$ cat config.mk
export PLATFORM = sky130hd
export DESIGN_NAME = obj_build_sequencer
export DESIGN_NICKNAME = d
export VERILOG_FILES = /design/src/rtl/obj_build_sequencer.sv
export SDC_FILE = /design/constraint.sdc
export NUM_CORES = 1
export LEC_CHECK = 0
export CAP_MARGIN = 20
export CORE_ASPECT_RATIO = 0.9
export CORE_MARGIN = 1
export CORE_UTILIZATION = 25
export CTS_BUF_LIST = sky130_fd_sc_hd__clkbuf_2 sky130_fd_sc_hd__clkbuf_4 sky130_fd_sc_hd__clkbuf_8
export DETAILED_ROUTE_END_ITERATION = 8
export GPL_ROUTABILITY_DRIVEN = 0
export PLACE_DENSITY_LB_ADDON = 0.3
export REMOVE_ABC_BUFFERS = 1
export SYNTH_ARGS = -nofsm -noshare
export SYNTH_HDL_FRONTEND = slang
export SYNTH_SLANG_ARGS = --single-unit
$ cat constraint.sdc
create_clock -name clk -period 2 [get_ports clk]
set_clock_uncertainty 0.05 [all_clocks]
set_input_delay 0.4 -clock clk [delete_from_list [all_inputs] [get_ports clk]]
set_output_delay 0.4 -clock clk [all_outputs]
set_load 0.01 [all_outputs]
$ cat src/rtl/obj_build_sequencer.sv
// Converts a typed key/value entry stream into the stack-engine command sequence
// NEWOBJ, then {PUSH_<kind>, SETPROP(-2,key)} per entry. Optional macro: ERR_SKIP_EN.
module obj_build_sequencer #(
    parameter int KEY_W  = 8,
    parameter int DATA_W = 32,
    parameter int CNT_W  = 8
) (
    input  logic              clk,
    input  logic              rst,
    input  logic              abort,
    input  logic              start,
    input  logic              empty,
    input  logic              in_valid,
    output logic              in_ready,
    input  logic [2:0]        in_kind,
    input  logic [KEY_W-1:0]  in_key,
    input  logic [DATA_W-1:0] in_data,
    input  logic              in_last,
    output logic              cmd_valid,
    input  logic              cmd_ready,
    output logic [2:0]        cmd_op,
    output logic [DATA_W-1:0] cmd_arg,
    output logic [KEY_W-1:0]  cmd_key,
    output logic              busy,
    output logic              done,
    output logic              error,
    output logic [CNT_W-1:0]  entry_count,
    output logic [CNT_W-1:0]  skip_count
);

    localparam logic [2:0] OP_NEWOBJ  = 3'd0;
    localparam logic [2:0] OP_SETPROP = 3'd5;
    localparam logic [DATA_W-1:0] SETPROP_ARG = {{(DATA_W-1){1'b1}}, 1'b0};

    typedef enum logic [2:0] {
        S_IDLE,
        S_NEWOBJ,
        S_FETCH,
        S_PUSH,
        S_SETPROP,
        S_DONE,
        S_ERROR
    } state_t;

    typedef struct packed {
        logic [KEY_W-1:0] key;
        logic             last;
    } entry_t;

    state_t state;
    entry_t ent_q;
    logic   empty_q;

    // PUSH_STR..PUSH_NULL are numbered one above their input kind.
    function automatic logic [2:0] push_op(input logic [2:0] kind);
        return {1'b0, kind[1:0]} + 3'd1;
    endfunction

    function automatic logic [DATA_W-1:0] push_arg(input logic [2:0] kind,
                                                   input logic [DATA_W-1:0] data);
        logic [DATA_W-1:0] arg;
        arg = '0;
        case (kind[1:0])
            2'd0, 2'd1: arg = data;
            2'd2:       arg = {{(DATA_W-1){1'b0}}, data[0]};
            default:    arg = '0;
        endcase
        return arg;
    endfunction

`ifdef ERR_SKIP_EN
    logic [CNT_W-1:0] skip_q;
    assign skip_count = skip_q;
`else
    assign skip_count = '0;
`endif

    always_ff @(posedge clk) begin
        if (rst) begin
            state       <= S_IDLE;
            ent_q       <= '0;
            empty_q     <= 1'b0;
            in_ready    <= 1'b0;
            cmd_valid   <= 1'b0;
            cmd_op      <= '0;
            cmd_arg     <= '0;
            cmd_key     <= '0;
            busy        <= 1'b0;
            done        <= 1'b0;
            error       <= 1'b0;
            entry_count <= '0;
`ifdef ERR_SKIP_EN
            skip_q      <= '0;
`endif
        end else if (abort) begin
            // Counters are kept so software can see how far the object got.
            state     <= S_IDLE;
            ent_q     <= '0;
            empty_q   <= 1'b0;
            in_ready  <= 1'b0;
            cmd_valid <= 1'b0;
            cmd_op    <= '0;
            cmd_arg   <= '0;
            cmd_key   <= '0;
            busy      <= 1'b0;
            done      <= 1'b0;
            error     <= 1'b0;
        end else begin
            done <= 1'b0;
            case (state)
                S_IDLE: begin
                    if (start) begin
                        state       <= S_NEWOBJ;
                        empty_q     <= empty;
                        busy        <= 1'b1;
                        cmd_valid   <= 1'b1;
                        cmd_op      <= OP_NEWOBJ;
                        cmd_arg     <= '0;
                        cmd_key     <= '0;
                        entry_count <= '0;
`ifdef ERR_SKIP_EN
                        skip_q      <= '0;
`endif
                    end
                end

                S_NEWOBJ: begin
                    if (cmd_ready) begin
                        cmd_valid <= 1'b0;
                        if (empty_q) begin
                            state <= S_DONE;
                            done  <= 1'b1;
                        end else begin
                            state    <= S_FETCH;
                            in_ready <= 1'b1;
                        end
                    end
                end

                S_FETCH: begin
                    if (in_valid) begin
                        ent_q.key  <= in_key;
                        ent_q.last <= in_last;
                        if (!in_kind[2]) begin
                            state     <= S_PUSH;
                            in_ready  <= 1'b0;
                            cmd_valid <= 1'b1;
                            cmd_op    <= push_op(in_kind);
                            cmd_arg   <= push_arg(in_kind, in_data);
                            cmd_key   <= '0;
                        end else begin
`ifdef ERR_SKIP_EN
                            // Skipped entry: consumed here, no command issued.
                            if (skip_q != '1)
                                skip_q <= skip_q + 1'b1;
                            if (in_last) begin
                                state    <= S_DONE;
                                in_ready <= 1'b0;
                                done     <= 1'b1;
                            end
`else
                            state    <= S_ERROR;
                            in_ready <= 1'b0;
                            error    <= 1'b1;
`endif
                        end
                    end
                end

                S_PUSH: begin
                    if (cmd_ready) begin
                        state   <= S_SETPROP;
                        cmd_op  <= OP_SETPROP;
                        cmd_arg <= SETPROP_ARG;
                        cmd_key <= ent_q.key;
                    end
                end

                S_SETPROP: begin
                    if (cmd_ready) begin
                        cmd_valid <= 1'b0;
                        cmd_op    <= '0;
                        cmd_arg   <= '0;
                        cmd_key   <= '0;
                        if (entry_count != '1)
                            entry_count <= entry_count + 1'b1;
                        if (ent_q.last) begin
                            state <= S_DONE;
                            done  <= 1'b1;
                        end else begin
                            state    <= S_FETCH;
                            in_ready <= 1'b1;
                        end
                    end
                end

                S_DONE: begin
                    state <= S_IDLE;
                    busy  <= 1'b0;
                end

                // Sticky until abort or rst.
                S_ERROR: begin
                    state <= S_ERROR;
                end

                default: begin
                    state    <= S_IDLE;
                    busy     <= 1'b0;
                    in_ready <= 1'b0;
                end
            endcase
        end
    end

endmodule
==> results by group, run 1 <==
Placed design
  • Estimated wirelength of the detail-placed design: 7120 microns
  • Placed cell count: 663
  • Number of input and output port buffers inserted: 106
  • Placed cell area: 4830 sq um

Global routing
  • Via count of the first global-routing pass: roughly 3300
  • Initial antenna violation count: 0
  • GRT Total Usage: 0.146
  • Global-route wire length before repair: roughly 16000 microns
  • GRT Residual Overflow: 0
  • Maximum number of pins on one net before global-route repair: 46

Clock tree
  • Number of buffers inserted to repair setup after CTS: 0
  • Clock input transition at the sequential cells of the worst setup and hold paths: roughly 0.070 ns
  • Cell at the root of the clock tree: sky130_fd_sc_hd__clkbuf_8
  • TritonCTS clock tree: done
  • Clock network latency to the later pin of the worst-skew pair: roughly 0.34 ns
  • Total clock sinks: between 60 and 70
  • Hold_buf cts: 0
  • Inserted Clock Buffers: 9
  • Largest buffer count on any clock path: 2
  • Number of H-tree levels: 3

Hold path
  • Min-Delay Path Class: flop to flop
  • Hold Path End: ent_q[1]
  • Worst Min Path Start: ent_q[1]
  • Hold depth: 2

Run status
  • Violations in the final reports: design-rule violations
  • Run status: finished with violations

STA
  • Pin slew with the least headroom to its limit: about 0.64 ns
  • Hold_ws: 0.406 ns
  • Hold Vio Cnt, Final: 0
  • Setup violation total in the final timing report: 0
  • Final slew viol count: 0
  • Worst max-slew margin expressed relative to the limit: 0.572
  • Time the final worst path needs with I/O delays and setup: 1.88 ns
  • Setup repair after global routing missed its margin: false
  • Final Cycle Share: 0.942
  • Highest achievable clock rate: approximately 530 MHz

Setup path
  • Crit Path Category: primary input to flop
  • Critical Path End Type: flop
  • Largest driver fanout on the critical path: 21
  • Path depth of the worst reg2reg path: 5
  • Arrival time at the worst endpoint: about 2.0 ns
  • Crit path launch type: primary input
  • Largest stage delay, worst path: about 0.53 ns
  • R2R Path Start: state[0]
  • CP required: between 2 and 2.5 ns
  • Endpoint of the worst register-to-register path: cmd_valid
  • Setup slack of the worst register-to-register path: approximately 0.14 ns
  • Critical-path cell list: clkdlybuf4s50_1, inv_1, ha_1, or2_2, a31oi_1, a211oi_2
  • Slowest stage cell on the critical path: sky130_fd_sc_hd__clkdlybuf4s50_1

Detailed routing
  • First-iteration detailed-routing DRC count: between 200 and 250
  • Post-DRT Antenna Nets: 0
  • Detailed-route via count: around 3300
  • Via-to-Cell Ratio: approximately 4.9
  • Per-cell routed wire length: ~15 microns
  • TritonRoute pass-1 iters: 7
  • Total Wirelength: between 10000 and 15000 microns
  • Count of unresolved DRC violations after routing: 20

Yosys
  • Post-synth cell types: 48
  • Part of the Yosys area used for sequential elements: 0.407
  • Yosys warning total: 0
  • Gate count after technology mapping: between 300 and 400
  • EDFF count, synth: 0
  • Register bit total from synthesis: between 60 and 70
  • Area of the mapped netlist: around 3400 sq um
  • Average cell area after synthesis: between 8 and 9 sq um
  • Most numerous cell in the Yosys netlist: sky130_fd_sc_hd__dfxtp_1
  • Post-synth top flop: sky130_fd_sc_hd__dfxtp_1
  • Cell taking the most area after synthesis: sky130_fd_sc_hd__dfxtp_1
  • Area contributors post-synth: sky130_fd_sc_hd__dfxtp_1 (41%), sky130_fd_sc_hd__a211oi_2 (7.7%), sky130_fd_sc_hd__a21oi_1 (7.4%), sky130_fd_sc_hd__nand2_1 (5.4%), sky130_fd_sc_hd__a31oi_1 (4.4%)
  • Cell types with the highest counts after synthesis: sky130_fd_sc_hd__dfxtp_1 (69), sky130_fd_sc_hd__a21oi_1 (50), sky130_fd_sc_hd__nand2_1 (49)
  • Proportion of register bits with asynchronous set or reset after synthesis: 0
  • Share of the synthesized area in the top cell type: 0.407

Floorplanning
  • Boundary pin count: between 100 and 150
  • Site Rows: 40
  • Effective utilization at floorplan: 0.255
  • Die area: 14100 sq um
  • Total core area: 13300 sq um
  • Die Wd: 125 microns
  • Die span in y: 113 microns

Power and ir drop
  • Pwr Total: about 3.3 mW
  • Leakage dissipation: 1.74 nW
  • Pwr/cell area: around 660 nW/um^2
  • Maximum resistive drop on vdd: approximately 0.24 mV

Finish
  • Layout area overhead: 47.8%
  • Final std cell area, no fill: between 5000 and 6000 sq um
  • Fill cells: between 1000 and 1500
  • Final standard cell count with taps included and fillers excluded: approximately 680
  • Proportion of layout cells with a drive suffix above 1: 0.163
  • Antenna Diode Count: 0
  • Net count of the finished layout: 564

Flow run
  • Max_cap viols: 0
through the flow:
step / setup WS [ns] / TNS [ns] / util
2_1_floorplan: -1.57 / -63.57 / -
5_1_grt: 0.00607 / 0 / 0.377
4_1_cts: 0.127 / 0 / 0.377
3_5_place_dp: -0.240 / -9.57 / 0.363
6_report: 0.117 / 0 / 0.377
3_3_place_gp: -0.187 / -6.98 / 0.363
metal layers:
metal / part of all wire / vias up / routed length (microns) / track usage
li1: - / 1645 / - / -
met4: 0.013 / 0 / 133 / 0.0512
met5: 0 / - / 0 / 0
met3: 0.057 / 12 / 583 / 0.0419
met1: 0.45 / 1558 / 4650 / 0.178
met2: 0.48 / 97 / 4870 / 0.245
logic make-up after synthesis:
kind of cell	count (synthesis)	share of synthesized area
mux	13	0.0383
buf+inv	54	0.0785
simple gates	108	0.158
flops	69	0.407
compound gates	136	0.287
other cells	1	0.00110
xor+xnor	1	0.00258
fa+ha+maj	7	0.0280
sequential cells by signal, summed over array words and instances, names as in the netlist:
register / cells
busy: 1
cmd_arg: 32
cmd_key: 8
cmd_op: 3
cmd_valid: 1
done: 1
empty_q: 1
ent_q: 9
entry_count: 8
error: 1
in_ready: 1
state: 3
worst max-delay path: cells and delay by family:
| family | cells | cell delay [ns] |
|---|---|---|
| AO/OA/AOI/OAI | 2 | 0.37 |
| AND/OR/NAND/NOR | 1 | 0.46 |
| buffers and inverters | 2 | 0.61 |
| adder cells (fa/ha/maj) | 1 | 0.20 |
worst max path at each step:
| stage | from | end | slack, ns |
|---|---|---|---|
| 6_report | in_kind[0] | cmd_arg[18] | 0.12 |
| 5_1_grt | in_kind[0] | cmd_arg[18] | 0.006 |
| 4_1_cts | state[1] | cmd_valid | 0.13 |
| 3_5_place_dp | in_kind[0] | cmd_arg[31] | -0.24 |
| 3_3_place_gp | in_kind[0] | cmd_arg[16] | -0.19 |
| 2_1_floorplan | state[0] | cmd_arg[0] | -1.57 |
cell usage in the layout, fill, tap and decap left out, drive strengths merged, types with 3 or more instances in the layout:
cell type	netlist	final
conb	1	8
nor3	3	3
clkbuf	23	10
nor2	10	10
o21ai	8	8
nand2	49	49
ha	6	6
a21oi	50	50
clkdlybuf4s50	0	106
nand3	13	13
and3	3	3
and2	3	3
dfxtp	69	69
mux2i	13	13
a211oi	36	36
or3b	3	3
nand4	4	4
buf	20	36
inv	11	11
nor3b	4	4
or3	3	3
a31oi	24	24
clkinv	0	3
power by group:
group | internal, mW | switching [mW] | total (mW)
Sequential | 1.42 | 0.0335 | 1.46
Combinational | 0.374 | 0.367 | 0.741
Clock | 0.576 | 0.522 | 1.10
Total | 2.37 | 0.922 | 3.29
repair_timing:
| action | CTS | global route |
|---|---|---|
| endpoints found under the setup margin | 1 | 20 |
| cloned | 0 | 0 |
| gates resized for setup | 1 | 2 |
area by class of cell:
type                    instances  area, sq um  area share
multi-input cells             273         1790       0.357
repair buffers                142         1410       0.281
flip-flops and latches         69         1380       0.275
well taps                     168          210      0.0419
clock buffers                  10          131      0.0262
clock inverters                 5         52.6      0.0105
inverters                      11         41.3     0.00822
Power figures use the tool's default switching activity.
==> run 2, diff against run 1 <==
- GPL_TIMING_DRIVEN: default -> 0
- PLACE_DENSITY: default -> 0.59
- PLACE_DENSITY_LB_ADDON: 0.3 -> default
==> run 2 against run 1 <==
  * The run still ends with design-rule violations left
  * Non-clock buffer count decreased by 16
  * Wire length shrank 2.2%
  * Sequential power barely moved
  * First-iteration DRC count decreased by 1.9%
  * Worst hold slack gained 0.00067 ns
  * Global-route usage decreased by 0.29 points
  * Sequential share of layout area grew 0.35 points
  * Count of clock-buffer cells in the layout increased by 4
  * Fmax shrank 3.4%
  * Combinational power decreased by 2%
  * Critical path type unchanged
  * Critical endpoint is now cmd_arg[10]
==> results by group, run 2 (synthesis gave the netlist of run 1 again) <==
Run status
  • Run status: finished with violations (unchanged)
  • Violations in the final reports: design-rule violations (unchanged)

Floorplanning
  • Die Wd: 125 microns (unchanged)
  • Die area: 14100 sq um (unchanged)
  • Die span in y: 113 microns (unchanged)
  • Site Rows: 40 (unchanged)
  • Total core area: 13300 sq um (unchanged)
  • Effective utilization at floorplan: 0.255 (unchanged)
  • Boundary pin count: 115 (unchanged)

STA
  • Final Cycle Share: 0.974 (was 0.942)
  • Pin slew with the least headroom to its limit: 0.609 ns (was 0.643 ns)
  • Final slew viol count: 0 (unchanged)
  • Total Negative Setup Slacks: 0 ns (unchanged)
  • Highest achievable clock rate: 513 MHz (was 531 MHz)
  • Setup repair after global routing missed its margin: false (unchanged)
  • Worst max-slew margin expressed relative to the limit: 0.590 (was 0.572)
  • Hold Vio Cnt, Final: 0 (unchanged)
  • Min setup slack post-route: 0.0514 ns (was 0.117 ns)
  • Setup violation total in the final timing report: 0 (unchanged)
  • Time the final worst path needs with I/O delays and setup: 1.95 ns (was 1.88 ns)

Clock tree
  • Clock input transition at the sequential cells of the worst setup and hold paths: 0.07 ns (about the same)
  • Total clock sinks: 69 (unchanged)
  • Largest buffer count on any clock path: 2 (unchanged)
  • Clock network latency to the later pin of the worst-skew pair: 0.36 ns (was 0.34 ns)
  • Cell at the root of the clock tree: sky130_fd_sc_hd__clkbuf_8 (unchanged)
  • Number of H-tree levels: 3 (unchanged)
  • TritonCTS clock tree: done (unchanged)
  • Inserted Clock Buffers: 9 (unchanged)

Power and ir drop
  • Pwr/cell area: 655 nW/um^2 (was 656 nW/um^2)
  • Leakage dissipation: 1.70 nW (was 1.74 nW)
  • Maximum resistive drop on vdd: 0.313 mV (was 0.239 mV)
  • Pwr Total: 3.27 mW (was 3.29 mW)

Global routing
  • Global-route wire length before repair: 15900 microns (was 16400 microns)
  • GRT Total Usage: 0.143 (was 0.146)
  • Maximum number of pins on one net before global-route repair: 34 (was 46)
  • GRT Residual Overflow: 0 (unchanged)
  • Via count of the first global-routing pass: 3164 (was 3284)
  • Initial antenna violation count: 0 (unchanged)

Finish
  • Net count of the finished layout: 548 (was 564)
  • Most common cell after layout, fill and taps aside: sky130_fd_sc_hd__clkdlybuf4s50_1 (unchanged)
  • Proportion of layout cells with a drive suffix above 1: 0.150 (was 0.163)
  • Top reg by flops: cmd_arg (unchanged)
  • Max reg flops: 32 (unchanged)
  • Fill cells: 1343 (was 1361)
  • Most frequent cells in the layout: sky130_fd_sc_hd__clkdlybuf4s50_1 (103), sky130_fd_sc_hd__dfxtp_1 (66), sky130_fd_sc_hd__a21oi_1 (50) (was sky130_fd_sc_hd__clkdlybuf4s50_1 (106), sky130_fd_sc_hd__dfxtp_1 (68), sky130_fd_sc_hd__a21oi_1 (50))
  • Final standard cell count with taps included and fillers excluded: 662 (was 678)
  • Layout area overhead: 47.0% (was 47.8%)
  • Layout Utilization: 0.375 (was 0.377)
  • Antenna Diode Count: 0 (unchanged)
  • Registers with the highest flip-flop counts: cmd_arg (32), ent_q (9) (unchanged)

Setup path
  • Largest driver fanout on the critical path: 21 (unchanged)
  • Critical Path End Type: flop (unchanged)
  • Crit Path Category: primary input to flop (unchanged)
  • CP required: 2.19 ns (was 2.16 ns)
  • Crit path launch type: primary input (unchanged)
  • Setup slack of the worst register-to-register path: 0.10 ns (was 0.14 ns)
  • Arrival time at the worst endpoint: 2.14 ns (was 2.04 ns)

Placed design
  • Post-place setup slack: -1.14 ns (was -0.240 ns)
  • Number of input and output port buffers inserted: 106 (unchanged)
  • Estimated wirelength of the detail-placed design: 6860 microns (was 7120 microns)
  • Placed cell count: 636 (was 663)

Detailed routing
  • Post-DRT Antenna Nets: 0 (unchanged)
  • Count of unresolved DRC violations after routing: 23 (was 20)
  • Via-to-Cell Ratio: 4.89 (was 4.88)
  • Total Wirelength: 10000 microns (was 10200 microns)
  • Per-cell routed wire length: 15.1 microns (about the same)
  • Detailed-route via count: 3235 (was 3312)
  • First-iteration detailed-routing DRC count: 209 (was 213)
  • TritonRoute pass-1 iters: 6 (was 7)

Hold path
  • Min-Delay Path Class: flop to flop (unchanged)

Flow run
  • Max_cap viols: 0 (unchanged)
==> run 2: per-stage QoR <==
step | hold slack (ns) | cell area [sq um]
2_1_floorplan | 0.387 | 3200
3_3_place_gp | 0.393 | 4470
3_5_place_dp | 0.399 | 4670
4_1_cts | 0.410 | 4950
5_1_grt | 0.429 | 4990
6_report | 0.407 | 4990
==> run 2: worst paths after layout <==
kind / cells after the start / start / end
setup / recovery: 6 / in_kind[1] / cmd_arg[10]
setup reg to reg: 5 / state[0] / in_ready
hold / removal: 2 / ent_q[2] / ent_q[2]
hold reg to reg: 2 / ent_q[2] / ent_q[2]
==> run 2: power by group <==
part           switching (mW)  leakage (nW)  internal (mW)
registers              0.0363         0.562           1.42
logic                   0.361          1.04          0.364
clock network           0.517        0.0994          0.572
==> run 2: layout make-up <==
type	instances	area (sq um)	area share
clock buffer	14	180	0.0361
tap	168	210	0.0421
timing repair buffer	126	1330	0.267
multi-input combinational	273	1830	0.367
clock inverter	1	5.00	0.00100
inverter	11	41.3	0.00827
sequential	69	1390	0.279
==> run 2: metal layers <==
layer / part of all wire / vias up / GRT usage
met5: 0 / - / 0
met2: 0.47 / 91 / 0.230
met4: 0.0065 / 0 / 0.0415
met1: 0.46 / 1530 / 0.177
met3: 0.063 / 7 / 0.0534
li1: - / 1607 / -
==> run 2: worst max-delay path: stages <==
cell and delay (ns):
sky130_fd_sc_hd__clkdlybuf4s50_1 0.58, sky130_fd_sc_hd__inv_1 0.11, sky130_fd_sc_hd__ha_1 0.18, sky130_fd_sc_hd__or2_2 0.48, sky130_fd_sc_hd__a31oi_1 0.29, sky130_fd_sc_hd__a211oi_2 0.10
==> run 2: what timing repair did <==
action / 4_1_cts / 5_1_grt
gates cloned: 0 / 0
setup buffers: 7 / 4
endpoints found under the setup margin: 64 / 22
hold buffers: 0 / 0
pin swaps: 2 / 1
resized for setup: 17 / 2
==> run 3, diff against run 2 <==
- CORE_UTILIZATION: 25 -> 47
- PLACE_DENSITY: 0.59 -> 0.92
==> run 3 against run 2 <==
  * The flow now finishes without violations
  * Worst setup slack got worse by 0.0080 ns
  * Critical path depth did not move
  * Fmax is 0.41% lower
  * Non-clock buffer count fell by 8
  * Clock power increased by 8%
  * Sequential cell count is the same
  * Worst hold slack worse by 0.00061 ns
  * Global-route usage up 11 points
==> results by group, run 3 (synthesis gave the netlist of run 1 again) <==
Finish
  • Antenna Diode Count: 0 (unchanged)
  • Area of combinational cells with multiple inputs: 1890 sq um (was 1830 sq um)
  • Fill cells: 537 (was 1343)
  • Registers with the highest flip-flop counts: cmd_arg (32), ent_q (9) (unchanged)
  • Area occupied by registers: 1390 sq um (unchanged)
  • Final std cell area, no fill: 4870 sq um (was 4990 sq um)
  • Most frequent cells in the layout: sky130_fd_sc_hd__clkdlybuf4s50_1 (103), sky130_fd_sc_hd__dfxtp_1 (66), sky130_fd_sc_hd__a21oi_1 (50) (unchanged)
  • Top reg by flops: cmd_arg (unchanged)
  • Max reg flops: 32 (unchanged)
  • Layout area overhead: 43.4% (was 47.0%)
  • Net count of the finished layout: 544 (was 548)
  • Proportion of layout cells with a drive suffix above 1: 0.145 (was 0.150)
  • Most common cell after layout, fill and taps aside: sky130_fd_sc_hd__clkdlybuf4s50_1 (unchanged)

Global routing
  • Initial antenna violation count: 0 (unchanged)
  • GRT Total Usage: 0.254 (was 0.143)
  • Maximum number of pins on one net before global-route repair: 28 (was 34)
  • Global-route wire length before repair: 15100 microns (was 15900 microns)
  • GRT Residual Overflow: 0 (unchanged)
  • Via count of the first global-routing pass: 3198 (was 3164)

Setup path
  • Largest driver fanout on the critical path: 15 (was 21)
  • Arrival time at the worst endpoint: 2.18 ns (was 2.14 ns)
  • Levels on crit path: 6 (unchanged)
  • CP required: 2.22 ns (was 2.19 ns)
  • Path depth of the worst reg2reg path: 4 (was 5)
  • Gate family responsible for the most delay along the worst path: compound AO/OA/AOI/OAI gates (was buffers and inverters)
  • Largest stage delay, worst path: 0.55 ns (was 0.58 ns)
  • Critical Path End Type: flop (unchanged)
  • Crit Path Category: primary input to flop (unchanged)
  • Slowest stage cell on the critical path: sky130_fd_sc_hd__a221o_4 (was sky130_fd_sc_hd__clkdlybuf4s50_1)
  • Critical-path cell list: clkdlybuf4s50_1, nand2b_1, a221o_4, and2_4, buf_4, a211oi_2 (was clkdlybuf4s50_1, inv_1, ha_1, or2_2, a31oi_1, a211oi_2)
  • Crit path launch type: primary input (unchanged)
  • CP bufs+invs: 2 (unchanged)

Clock tree
  • Largest buffer count on any clock path: 2 (unchanged)
  • Cell at the root of the clock tree: sky130_fd_sc_hd__clkbuf_8 (unchanged)
  • Total clock sinks: 69 (unchanged)
  • Inserted Clock Buffers: 9 (unchanged)
  • Clock input transition at the sequential cells of the worst setup and hold paths: 0.08 ns (was 0.07 ns)
  • Number of H-tree levels: 3 (unchanged)
  • Hold_buf cts: 0 (unchanged)
  • Clock network latency to the later pin of the worst-skew pair: 0.34 ns (was 0.36 ns)
  • TritonCTS clock tree: done (unchanged)

STA
  • Final slew viol count: 0 (unchanged)
  • Final Cycle Share: 0.978 (was 0.974)
  • Setup repair after global routing missed its margin: false (unchanged)
  • Pin slew with the least headroom to its limit: 0.698 ns (was 0.609 ns)
  • Time the final worst path needs with I/O delays and setup: 1.96 ns (was 1.95 ns)
  • Setup violation total in the final timing report: 0 (unchanged)
  • Highest achievable clock rate: 511 MHz (was 513 MHz)
  • Hold Vio Cnt, Final: 0 (unchanged)
  • Worst max-slew margin expressed relative to the limit: 0.535 (was 0.590)

Flow run
  • Max_cap viols: 0 (unchanged)

Detailed routing
  • First-iteration detailed-routing DRC count: 215 (was 209)
  • Total Wirelength: 9610 microns (was 10000 microns)
  • Per-cell routed wire length: 16.5 microns (was 15.1 microns)
  • Detailed-route via count: 3413 (was 3235)
  • TritonRoute pass-1 iters: 4 (was 6)
  • Via-to-Cell Ratio: 5.84 (was 4.89)
  • Post-DRT Antenna Nets: 0 (unchanged)
  • Count of unresolved DRC violations after routing: 0 (was 23)

Power and ir drop
  • Switching power total: 0.945 mW (was 0.914 mW)
  • Leakage dissipation: 1.67 nW (was 1.70 nW)
  • Internal power: 2.42 mW (was 2.36 mW)
  • Comb pwr share: 0.213 (was 0.222)
  • Pwr Total: 3.36 mW (was 3.27 mW)
  • Clock share of power: 0.352 (was 0.333)
  • Part of the total power dissipated in sequential elements: 0.435 (was 0.446)
  • Pwr/cell area: 691 nW/um^2 (was 655 nW/um^2)
  • Maximum resistive drop on vdd: 0.555 mV (was 0.313 mV)
  • Sw frac: 0.281 (was 0.280)

Floorplanning
  • Boundary pin count: 115 (unchanged)
  • Die Wd: 91.6 microns (was 125 microns)
  • Die span in y: 82.7 microns (was 113 microns)
  • Site Rows: 29 (was 40)
  • Die area: 7570 sq um (was 14100 sq um)
  • Effective utilization at floorplan: 0.485 (was 0.255)
  • Total core area: 7000 sq um (was 13300 sq um)

Hold path
  • Min-Delay Path Class: flop to flop (unchanged)
  • Hold depth: 2 (unchanged)

Placed design
  • Placed cell area: 4480 sq um (was 4670 sq um)
  • Number of input and output port buffers inserted: 106 (unchanged)
  • Estimated wirelength of the detail-placed design: 6070 microns (was 6860 microns)

Run status
  • Run status: completed (was finished with violations)
run 3: cell types whose count changed in the layout (fill, tap and decap cells not counted), sizes merged:
cell / previous run / this run
clkinvlp: 0 / 2
clkbuf: 14 / 11
buf: 20 / 12
and2: 3 / 4
clkinv: 1 / 2
and3b: 1 / 2
or2: 2 / 4
bufinv: 0 / 1
run 3: cell type report:
class                           instances  area share
Timing Repair Buffer                  118       0.251
Clock inverter                          5      0.0121
Tap cell                               93      0.0239
Inverter                               11     0.00847
Clock buffer                           11      0.0311
Sequential cell                        69       0.286
Multi-Input combinational cell        277       0.387
run 3: power groups by stage:
stage,registers (mW),logic (mW),clock network [mW]
floorplan,1.51,0.314,0
global placement,1.49,0.596,0
detailed placement,1.49,0.644,0
CTS,1.46,0.695,1.19
global route,1.47,0.769,1.27
finish,1.46,0.717,1.18
run 3: path summary, 6_finish.rpt:
kind	end	startpoint	slack (ns)
worst max-delay path	cmd_arg[14]	in_valid	0.04
worst min-delay path	ent_q[7]	ent_q[7]	0.41
worst max register to register	cmd_arg[15]	state[1]	0.12
worst min register to register	ent_q[7]	ent_q[7]	0.41
run 3: tightest hold or removal path, delay by kind of cell (launching register included):
kind	cells	cell delay [ns]
AND/OR/NAND/NOR	1	0.05
flip-flops	1	0.31
AO/OA/AOI/OAI	1	0.05
run 3: repair_timing:
item                                   CTS  global route
endpoints found under the hold margin    0             0
pin swaps                                4             0
buffers inserted                         3             4
cloned                                   4             0
setup endpoints to repair               65            47
gates resized for setup                 20             8
run 3: stage by stage:
| step | std cells | setup WS (ns) | setup TNS [ns] | utilization | hold WS (ns) |
|---|---|---|---|---|---|
| after floorplan | 353 | -1.57 | -63.57 | - | 0.387 |
| after global placement | 552 | -2.93 | -139.25 | 0.625 | 0.392 |
| after detailed placement | 557 | -1.73 | -74.95 | 0.640 | 0.397 |
| after CTS | 580 | 0.00596 | 0 | 0.687 | 0.407 |
| after global routing | 584 | 0.00255 | 0 | 0.696 | 0.428 |
| final | 584 | 0.0434 | 0 | 0.696 | 0.406 |
run 3: per-layer routing:
metal / GRT usage / up-vias / wire length [microns]
met1: 0.300 / 1659 / 4040
met4: 0.0778 / 0 / 90
met2: 0.454 / 131 / 4820
met3: 0.0705 / 12 / 660
li1: - / 1611 / -
met5: 0 / - / 0
